**src/rtl/data_cache_pkg.sv**
```systemverilog
// data_cache_pkg: shared geometry, FSM states and line helpers for data_cache.
package data_cache_pkg;
  localparam int LINE_BITS = 128;
  localparam int NUM_SETS = 16;
  localparam int OFFSET_W = 2;
  localparam int INDEX_W = 4;
  localparam int TAG_W = 24;
  typedef enum logic [2:0] {IDLE, COMPARE, WRITEBACK, ALLOCATE, FILL} state_t;
  function automatic logic [LINE_BITS-1:0] put_word(input logic [LINE_BITS-1:0] line,
                                                    input logic [OFFSET_W-1:0] off,
                                                    input logic [31:0] w);
    put_word = line;
    put_word[{off, 5'd0} +: 32] = w;
  endfunction
endpackage

```
**src/rtl/cache_line_array.sv**
```systemverilog
// cache_line_array: tag/valid/dirty/data storage, one shared read/write index, one write port.
module cache_line_array
  import data_cache_pkg::*;
(
  input  logic                 clk,
  input  logic                 reset,
  input  logic [INDEX_W-1:0]   index,
  output logic                 valid,
  output logic                 dirty,
  output logic [TAG_W-1:0]     tag,
  output logic [LINE_BITS-1:0] data,
  input  logic                 we,
  input  logic                 wr_valid,
  input  logic                 wr_dirty,
  input  logic [TAG_W-1:0]     wr_tag,
  input  logic [LINE_BITS-1:0] wr_data
);
  logic [NUM_SETS-1:0]  valid_q, dirty_q;
  logic [TAG_W-1:0]     tag_q  [NUM_SETS];
  logic [LINE_BITS-1:0] data_q [NUM_SETS];
  always_ff @(posedge clk or negedge reset)
    if (!reset) begin
      valid_q <= '0;
      dirty_q <= '0;
    end else if (we) begin
      valid_q[index] <= wr_valid;
      dirty_q[index] <= wr_dirty;
    end
  // Tag and data are qualified by valid, so they carry no reset.
  always_ff @(posedge clk)
    if (we) begin
      tag_q[index]  <= wr_tag;
      data_q[index] <= wr_data;
    end
  assign valid = valid_q[index];
  assign dirty = dirty_q[index];
  assign tag   = tag_q[index];
  assign data  = data_q[index];
endmodule

```
**src/rtl/data_cache.sv**
```systemverilog
// data_cache: direct-mapped write-back write-allocate cache, 16 sets x 16-byte lines.
// Optional DATA_CACHE_STATS_EN adds hit_count/miss_count response counters.
module data_cache
  import data_cache_pkg::*;
(
  input  logic                 clk,
  input  logic                 reset,
  input  logic                 is_input_valid,
  input  logic [31:0]          addr,
  input  logic                 mem_read,
  input  logic                 mem_write,
  input  logic [31:0]          din,
  output logic                 is_ready,
  output logic                 is_output_valid,
  output logic [31:0]          dout,
  output logic                 is_hit,
  output logic                 mem_req_valid,
  input  logic                 mem_req_ready,
  output logic                 mem_req_write,
  output logic [31:0]          mem_req_addr,
  output logic [LINE_BITS-1:0] mem_req_data,
  input  logic                 mem_resp_valid,
  input  logic [LINE_BITS-1:0] mem_resp_data
`ifdef DATA_CACHE_STATS_EN
  ,
  output logic [31:0]          hit_count,
  output logic [31:0]          miss_count
`endif
);
  state_t               state, state_next;
  logic [TAG_W-1:0]     req_tag, tag, wr_tag;
  logic [INDEX_W-1:0]   req_index;
  logic [OFFSET_W-1:0]  req_offset;
  logic [31:0]          req_din;
  logic                 req_write, missed, accept, hit;
  logic                 valid, dirty, we, wr_valid, wr_dirty;
  logic [LINE_BITS-1:0] line, wr_data;
  logic                 unused_byte_bits;
  assign unused_byte_bits = ^addr[1:0];
  cache_line_array u_lines (
    .clk(clk), .reset(reset), .index(req_index),
    .valid(valid), .dirty(dirty), .tag(tag), .data(line),
    .we(we), .wr_valid(wr_valid), .wr_dirty(wr_dirty), .wr_tag(wr_tag), .wr_data(wr_data)
  );
  assign accept = is_input_valid && (mem_read || mem_write);
  assign hit    = valid && (tag == req_tag);
  // missed remembers that this transaction went to memory, so the final hit reports as a miss.
  always_ff @(posedge clk or negedge reset)
    if (!reset) begin
      state      <= IDLE;
      req_tag    <= '0;
      req_index  <= '0;
      req_offset <= '0;
      req_din    <= '0;
      req_write  <= 1'b0;
      missed     <= 1'b0;
    end else begin
      state <= state_next;
      if (state == IDLE && accept) begin
        req_tag    <= addr[31:8];
        req_index  <= addr[7:4];
        req_offset <= addr[3:2];
        req_din    <= din;
        req_write  <= mem_write;
        missed     <= 1'b0;
      end
      if (state == COMPARE && !hit) missed <= 1'b1;
    end
  always_comb begin
    state_next = state;
    we         = 1'b0;
    wr_valid   = 1'b1;
    wr_dirty   = 1'b0;
    wr_tag     = req_tag;
    wr_data    = line;
    case (state)
      IDLE:      state_next = accept ? COMPARE : IDLE;
      COMPARE: begin
        state_next = hit ? IDLE : (valid && dirty) ? WRITEBACK : ALLOCATE;
        we         = hit && req_write;
        wr_dirty   = 1'b1;
        wr_data    = put_word(line, req_offset, req_din);
      end
      WRITEBACK: begin
        state_next = mem_req_ready ? ALLOCATE : WRITEBACK;
        we         = mem_req_ready;
        wr_tag     = tag;
      end
      ALLOCATE:  state_next = mem_req_ready ? FILL : ALLOCATE;
      FILL: begin
        state_next = mem_resp_valid ? COMPARE : FILL;
        we         = mem_resp_valid;
        wr_data    = mem_resp_data;
      end
      default:   state_next = IDLE;
    endcase
  end
  assign is_ready        = state == IDLE;
  assign is_output_valid = state == COMPARE && hit;
  assign is_hit          = is_output_valid && !missed;
  assign dout            = (is_output_valid && !req_write) ? line[{req_offset, 5'd0} +: 32] : '0;
  assign mem_req_valid   = state == WRITEBACK || state == ALLOCATE;
  assign mem_req_write   = state == WRITEBACK;
  assign mem_req_addr    = {(state == WRITEBACK) ? tag : req_tag, req_index, 4'h0};
  assign mem_req_data    = line;
`ifdef DATA_CACHE_STATS_EN
  always_ff @(posedge clk or negedge reset)
    if (!reset) begin
      hit_count  <= '0;
      miss_count <= '0;
    end else if (is_output_valid) begin
      if (missed) miss_count <= miss_count + 32'd1;
      else hit_count <= hit_count + 32'd1;
    end
`endif
endmodule
```
**config.mk**
```make
export PLATFORM = sky130hd
export DESIGN_NAME = data_cache
export DESIGN_NICKNAME = d
export VERILOG_FILES = /design/src/rtl/data_cache_pkg.sv /design/src/rtl/cache_line_array.sv /design/src/rtl/data_cache.sv
export SDC_FILE = /design/constraint.sdc
export NUM_CORES = 2
export LEC_CHECK = 0
export CAP_MARGIN = 10
export CORE_ASPECT_RATIO = 1.1
export CORE_UTILIZATION = 50
export CTS_CLUSTER_DIAMETER = 120
export DETAILED_ROUTE_END_ITERATION = 10
export GPL_TIMING_DRIVEN = 1
export PLACE_DENSITY = 0.68
export SLEW_MARGIN = 20
export SYNTH_ARGS = -nofsm -noshare
export SYNTH_HDL_FRONTEND = slang
export SYNTH_SLANG_ARGS = --single-unit
```
**constraint.sdc**
```tcl
create_clock -name clk -period 8.9 [get_ports clk]
set_input_delay 1.78 -clock clk [delete_from_list [all_inputs] [get_ports clk]]
set_output_delay 1.78 -clock clk [all_outputs]
set_load 0.01 [all_outputs]
```
### Word level (Yosys, flattened, before mapping)

Memories as Yosys holds them, arrays and structs flattened.
Index checks and enable logic that the tools add are counted.
Widths: inputs -> output; s select.

* output and inout bits: 197
* memories kept: 2
* input port bits: 199
* word-level logic and storage cells: 64
* memory bits (writable): 2432
* flip-flop bits (word level): 99

* add/subtract/negate cells: 1
* equal/unequal tests: 5
* multiplexer cells: 24
* shift-type cells: 3
* bitwise gates (word level): 1
* reduce and logical (&&, ||, !) cells: 17
* order comparisons: 2

Memories
* u_lines.data_q: depth 16, width 128, rd ports 1, clocked after Yosys merged registers in 0, wr ports 1, line cache_line_array.sv:20 `logic [LINE_BITS-1:0] data_q [NUM_SETS];`
* u_lines.tag_q: depth 16, width 24, rd ports 1, clocked after Yosys merged registers in 0, wr ports 1, line cache_line_array.sv:19 `logic [TAG_W-1:0] tag_q [NUM_SETS];`

Operators with widths (number)
* $pmux 128 s2: 1
* $bwmux 128: 1
* $shift 32x9->128 const A: 1
* $shiftx 128x8->32: 1
* $shiftx 32x9->128: 1
* $mux 32: 1
* $eq 24x24->1: 1
* $mux 24: 1
* $bwmux 16: 1
* $or 16x16->16: 1
* $pmux 3 s5: 1
* $mux 1: 11
* $logic_and 1x1->1: 10
* $neg 7->9: 1
* $bmux 1 s4: 2
* $eq 3x2->1 const B: 2
* $mux 3: 2
* $lt 4x5->1 const B: 1
* $demux 1 s4: 1
* $ge 4x1->1 const B: 1
* $eq 3x1->1 const B: 1
* $eq 3x3->1 const B: 1
* $logic_not 1->1: 3
* $logic_not 3->1: 1
* 4 further kinds: 5

### Longest topological paths before layout

* word-level depth: 7
* gate-level depth with buffers: 16
* depth with buffers taken out: 9

### By module

From an unflattened synthesis, not the netlist that was laid out.

* cells, all modules: 4582
* area total of the unflattened synthesis: 99072.5 um^2

By module, submodules not included
* cache_line_array: instances 1, area an instance 92263.5 um^2, cells each 3813, sequential area each 73830.8 um^2
* data_cache: instances 1, area an instance 6809.0 um^2, cells each 769, sequential area each 1676.6 um^2

### Worst setup path after synthesis

OpenSTA, ideal clock, no wires.

* path type: register to register
* from: register req_index[1]
* to: memory u_lines.data_q[9][0], enable pin
* arrival time: 9224 ps
* path slack: -990 ps
* stages on the path, launching flop included: 16
* clock period less this slack: 9890 ps
* required time: 8234 ps
* path buffers: 6
* path through: dfrtp_1 -> buf_6 -> buf_4 -> buf_2 -> buf_4 -> mux4_2 -> o22ai_1 -> a31oi_1 -> xnor2_1 -> nand3b_1 -> nor4b_1 -> and4_1 -> buf_6 -> buf_12 -> o21ai_0 -> nor2_1

* longest elaborated chain between the ends: 7

Ends and longest elaborated chain
* start, declared: line data_cache.sv:32 `logic [INDEX_W-1:0] req_index;`
* start signal, assigned: line data_cache.sv:61 `req_index <= addr[7:4];`
* $mem_v2 16x24 / $bmux 1 s4 (equally long branches)
* $eq 24x24->1 / $mux 1 (equally long branches): line data_cache.sv:46, cache_line_array.sv:35
* $logic_and 1x1->1: line data_cache.sv:46 `assign hit = valid && (tag == req_tag);`
* $logic_and 1x1->1: line data_cache.sv:80 `we = hit && req_write;`
* $pmux 1 s3: line data_cache.sv:76 `case (state)`
* $mux 1: line cache_line_array.sv:31 `if (we) begin`
* $mux 1 (not written as such): line cache_line_array.sv:33 `data_q[index] <= wr_data;`
* end, declared: line cache_line_array.sv:20

Parallel ways exist; a longest one is shown, timed or not. The select of a mux whose other input is x is not followed.

### Final worst setup path

* from: register req_index[0]
* to: output dout[17]

* longest elaborated chain between the ends: 6

Ends and longest elaborated chain
* parallel branches: the longest is 5 deep, another holds $mem_v2 16x128
* $mux 32 (*): line data_cache.sv:101 `assign dout = (is_output_valid && !req_write) ? line[{req_offset, 5'd0} +: 32] : '0;`
* end, declared: line data_cache.sv:15 `output logic [31:0] dout,`

Every way passes the cells marked *. The select of a mux whose other input is x is not followed.

==> impl_metrics.toml <==
[synthesis]
synth.distinct_cells = 74
synth_edf_count = 2432
seq_area_frac_synth = 0.750
syn_area_per_cell_um2 = 21.9
yosysWarningCount = 0
netlist_area_um2 = 101000
ys_async_sr_fraction = 0.0391
synth_cells = 4599
ys_ff_latch = 2531
synthFlopType = "edfxtp_1"

[place]
dpl-instance-area_um2 = 108000
io_buffers = 389
dp_hpwl_um = 172000
globalplace.congestion = 0.874

[global_route]
grt_overflow = 0
grt_max_degree = 157
antenna_found_initial = 15
track_usage = 0.292
grt_pass1_wl_um = 410000
grt_pass1_vias = 51600

[pwr]
peakVddDrop_mv = 0.246
powerDensity_nw_per_um2 = 410
power_mw = 47.6
p_leak_nw = 36.8

[setup_path]
worst-setup-path-type = "flip-flop to primary output"
required_ps = 7120
arrival_ps = 6790
critPathCaptureType = "primary output"
critPathLaunchType = "flip-flop"
crit_fanout = 50

[timing]
rsz0062_at_grt = "false"
drv_slew = 0
tns_ps = 0
setup_viol = 0
finalHoldViolations = 0
worst_slew_pin_slew_ps = 1170
fmax_ghz = 0.117
maxSlewHeadroom = 0.222
skew_ps = 50.2
period_share = 0.963
period_minus_slack_ps = 8570
worst_hold_slack_ps = 465

[floorplan]
core_region_area_um2 = 200000
die-height_um = 473
dieArea_um2 = 203000
ios = 396
rows = 172
start_util = 0.503
die_x_um = 430

[detailed_routing]
wl_per_cell_um = 37.6
drt_iter0_drc = 7749
routed_via_density = 6.62
dr.pass1.iters = 8
via_count = 52300
finalWirelength_um = 297000
drt_drc_violations_left = 0
drtAntennaViolNets = 0

[layout]
final_nets = 5286
syn2layout_area_growth_pct = 15.2
postLayoutCellArea_um2 = 116000
layout-drive-gt1-share = 0.262

[cts]
ctsHoldBuffers = 0
cts_tree = "done"
numClockSinks = 2531
numCtsBuffers = 236
post_cts_resized = 0
cts_root_buf = "clkbuf_16"
clk_pin_slew_worst_paths_ps = 60
clk-insertion-delay-late_ps = 900
htreeDepth = 4
clk_path_buf_depth = 3
cts_setup_buffers = 0

[worst_hold_path]
hp-class = "flip-flop to flip-flop"

[outcome]
run_status = "finished clean"

[flow_run]
cap_violations = 0
[layout make-up]
cell class,count,area [um2]
flip-flops and latches,2531,75500
well taps,2610,3270
clock buffers,288,6160
diodes,12,30.0
inverters,77,394
repair buffers,522,5200
multi-input cells,1714,23900
fillers,14300,83900
clock inverters,152,1530
[cell usage in the layout (no fill, tap or decap), drive strengths merged, types with 61 or more instances in the layout]
cell type,count
a22oi,61
buf,134
clkbuf,288
clkdlybuf4s50,388
clkinv,108
dfrtp,99
edfxtp,2432
inv,82
mux2,76
mux2i,72
mux4,758
nand2,166
nor2,82
o21ai,66
[critical path, stage by stage (launching register included)]
cell,delay (ps)
dfrtp_4,1020
buf_4,600
mux4_2,610
o22ai_1,120
a31oi_1,100
xnor2_1,410
nand3b_1,130
nor4b_1,360
nand3_1,340
or3_2,980
buf_4,400
nor2b_1,150
clkdlybuf4s50_1,550
[cell usage after synthesis, types with 5 or more instances]
master    instances  area, um2
edfxtp_1       2432      73000
mux4_2          751      16900
nand2_1         166        623
clkbuf_1        151        567
dfrtp_1          99       2480
nor2_1           81        304
inv_1            76        285
mux2i_1          72        721
mux2_2           69        777
o21ai_0          65        325
a22oi_1          61        458
buf_2            59        295
buf_1            47        176
a221o_1          44        440
a222oi_1         43        430
nand3_1          41        205
nor2b_1          39        244
a31oi_1          37        231
a21oi_1          36        180
nand2b_1         18        113
buf_4            16        120
nor3_1           16       80.1
o211ai_1         15        113
and2_1           14       87.6
o22ai_1          14       87.6
xnor2_1          14        123
a211oi_1          7       52.6
and3_1            7       43.8
mux2_4            7        105
mux4_1            7        184
o211ai_2          7       87.6
xor2_1            6       52.6
a21o_1            5       37.5
a221oi_1          5       43.8
ha_1              5       62.6
[report_power, final]
| part | switching (mW) | internal, mW |
|---|---|---|
| registers | 0.913 | 18.1 |
| clock network | 4.45 | 5.60 |
| logic | 11.8 | 6.70 |
| total | 17.2 | 30.4 |
[final timing paths]
| kind | slack, ps | end | start | cells past startpoint |
|---|---|---|---|---|
| min in group asynchronous | 980 | req_tag[13] | reset | 1 |
| max | 330 | dout[17] | req_index[0] | 12 |
| max reg2reg | 2470 | u_lines.data_q[14][3] | req_index[0] | 11 |
| min reg2reg | 470 | u_lines.valid_q[7] | u_lines.valid_q[7] | 1 |
| min | 470 | u_lines.valid_q[7] | u_lines.valid_q[7] | 1 |
| max in group asynchronous | 6620 | req_offset[0] | reset | 2 |
[state kept, by name, indices dropped and copies added (netlist names)]
signal,cells
missed,1
req_din,32
req_index,4
req_offset,2
req_tag,24
req_write,1
state,3
u_lines.data_q,2048
u_lines.dirty_q,16
u_lines.tag_q,384
u_lines.valid_q,16
[stage by stage]
stage | cells | setup slack, ps | utilization
6_report | 7906 | 326 | 0.580
5_1_grt | 7895 | 29.3 | 0.580
4_1_cts | 7894 | 238 | 0.579
3_5_place_dp | 7454 | 1240 | 0.541
3_3_place_gp | 7454 | 1270 | 0.541
2_1_floorplan | 4602 | 1570 | -
[cell families after synthesis]
logic type	count (synthesis)	synth area share
muxes	906	0.186
buffers and inverters	357	0.0154
adders and majority gates	5	0.000622
DFF	2531	0.750
and+or+nand+nor	415	0.0194
other	1	0.0000373
AOI/OAI and AO/OA	364	0.0268
xor gates and xnor gates	20	0.00174
[routing by layer]
metal,GRT usage,vias up,part of all wire
met5,0,-,0.00011
met4,0.163,4,0.064
met3,0.0563,528,0.096
met2,0.464,3319,0.48
met1,0.384,28000,0.36
li1,-,20500,-
Note: power is estimated with default switching activity, not from simulation.
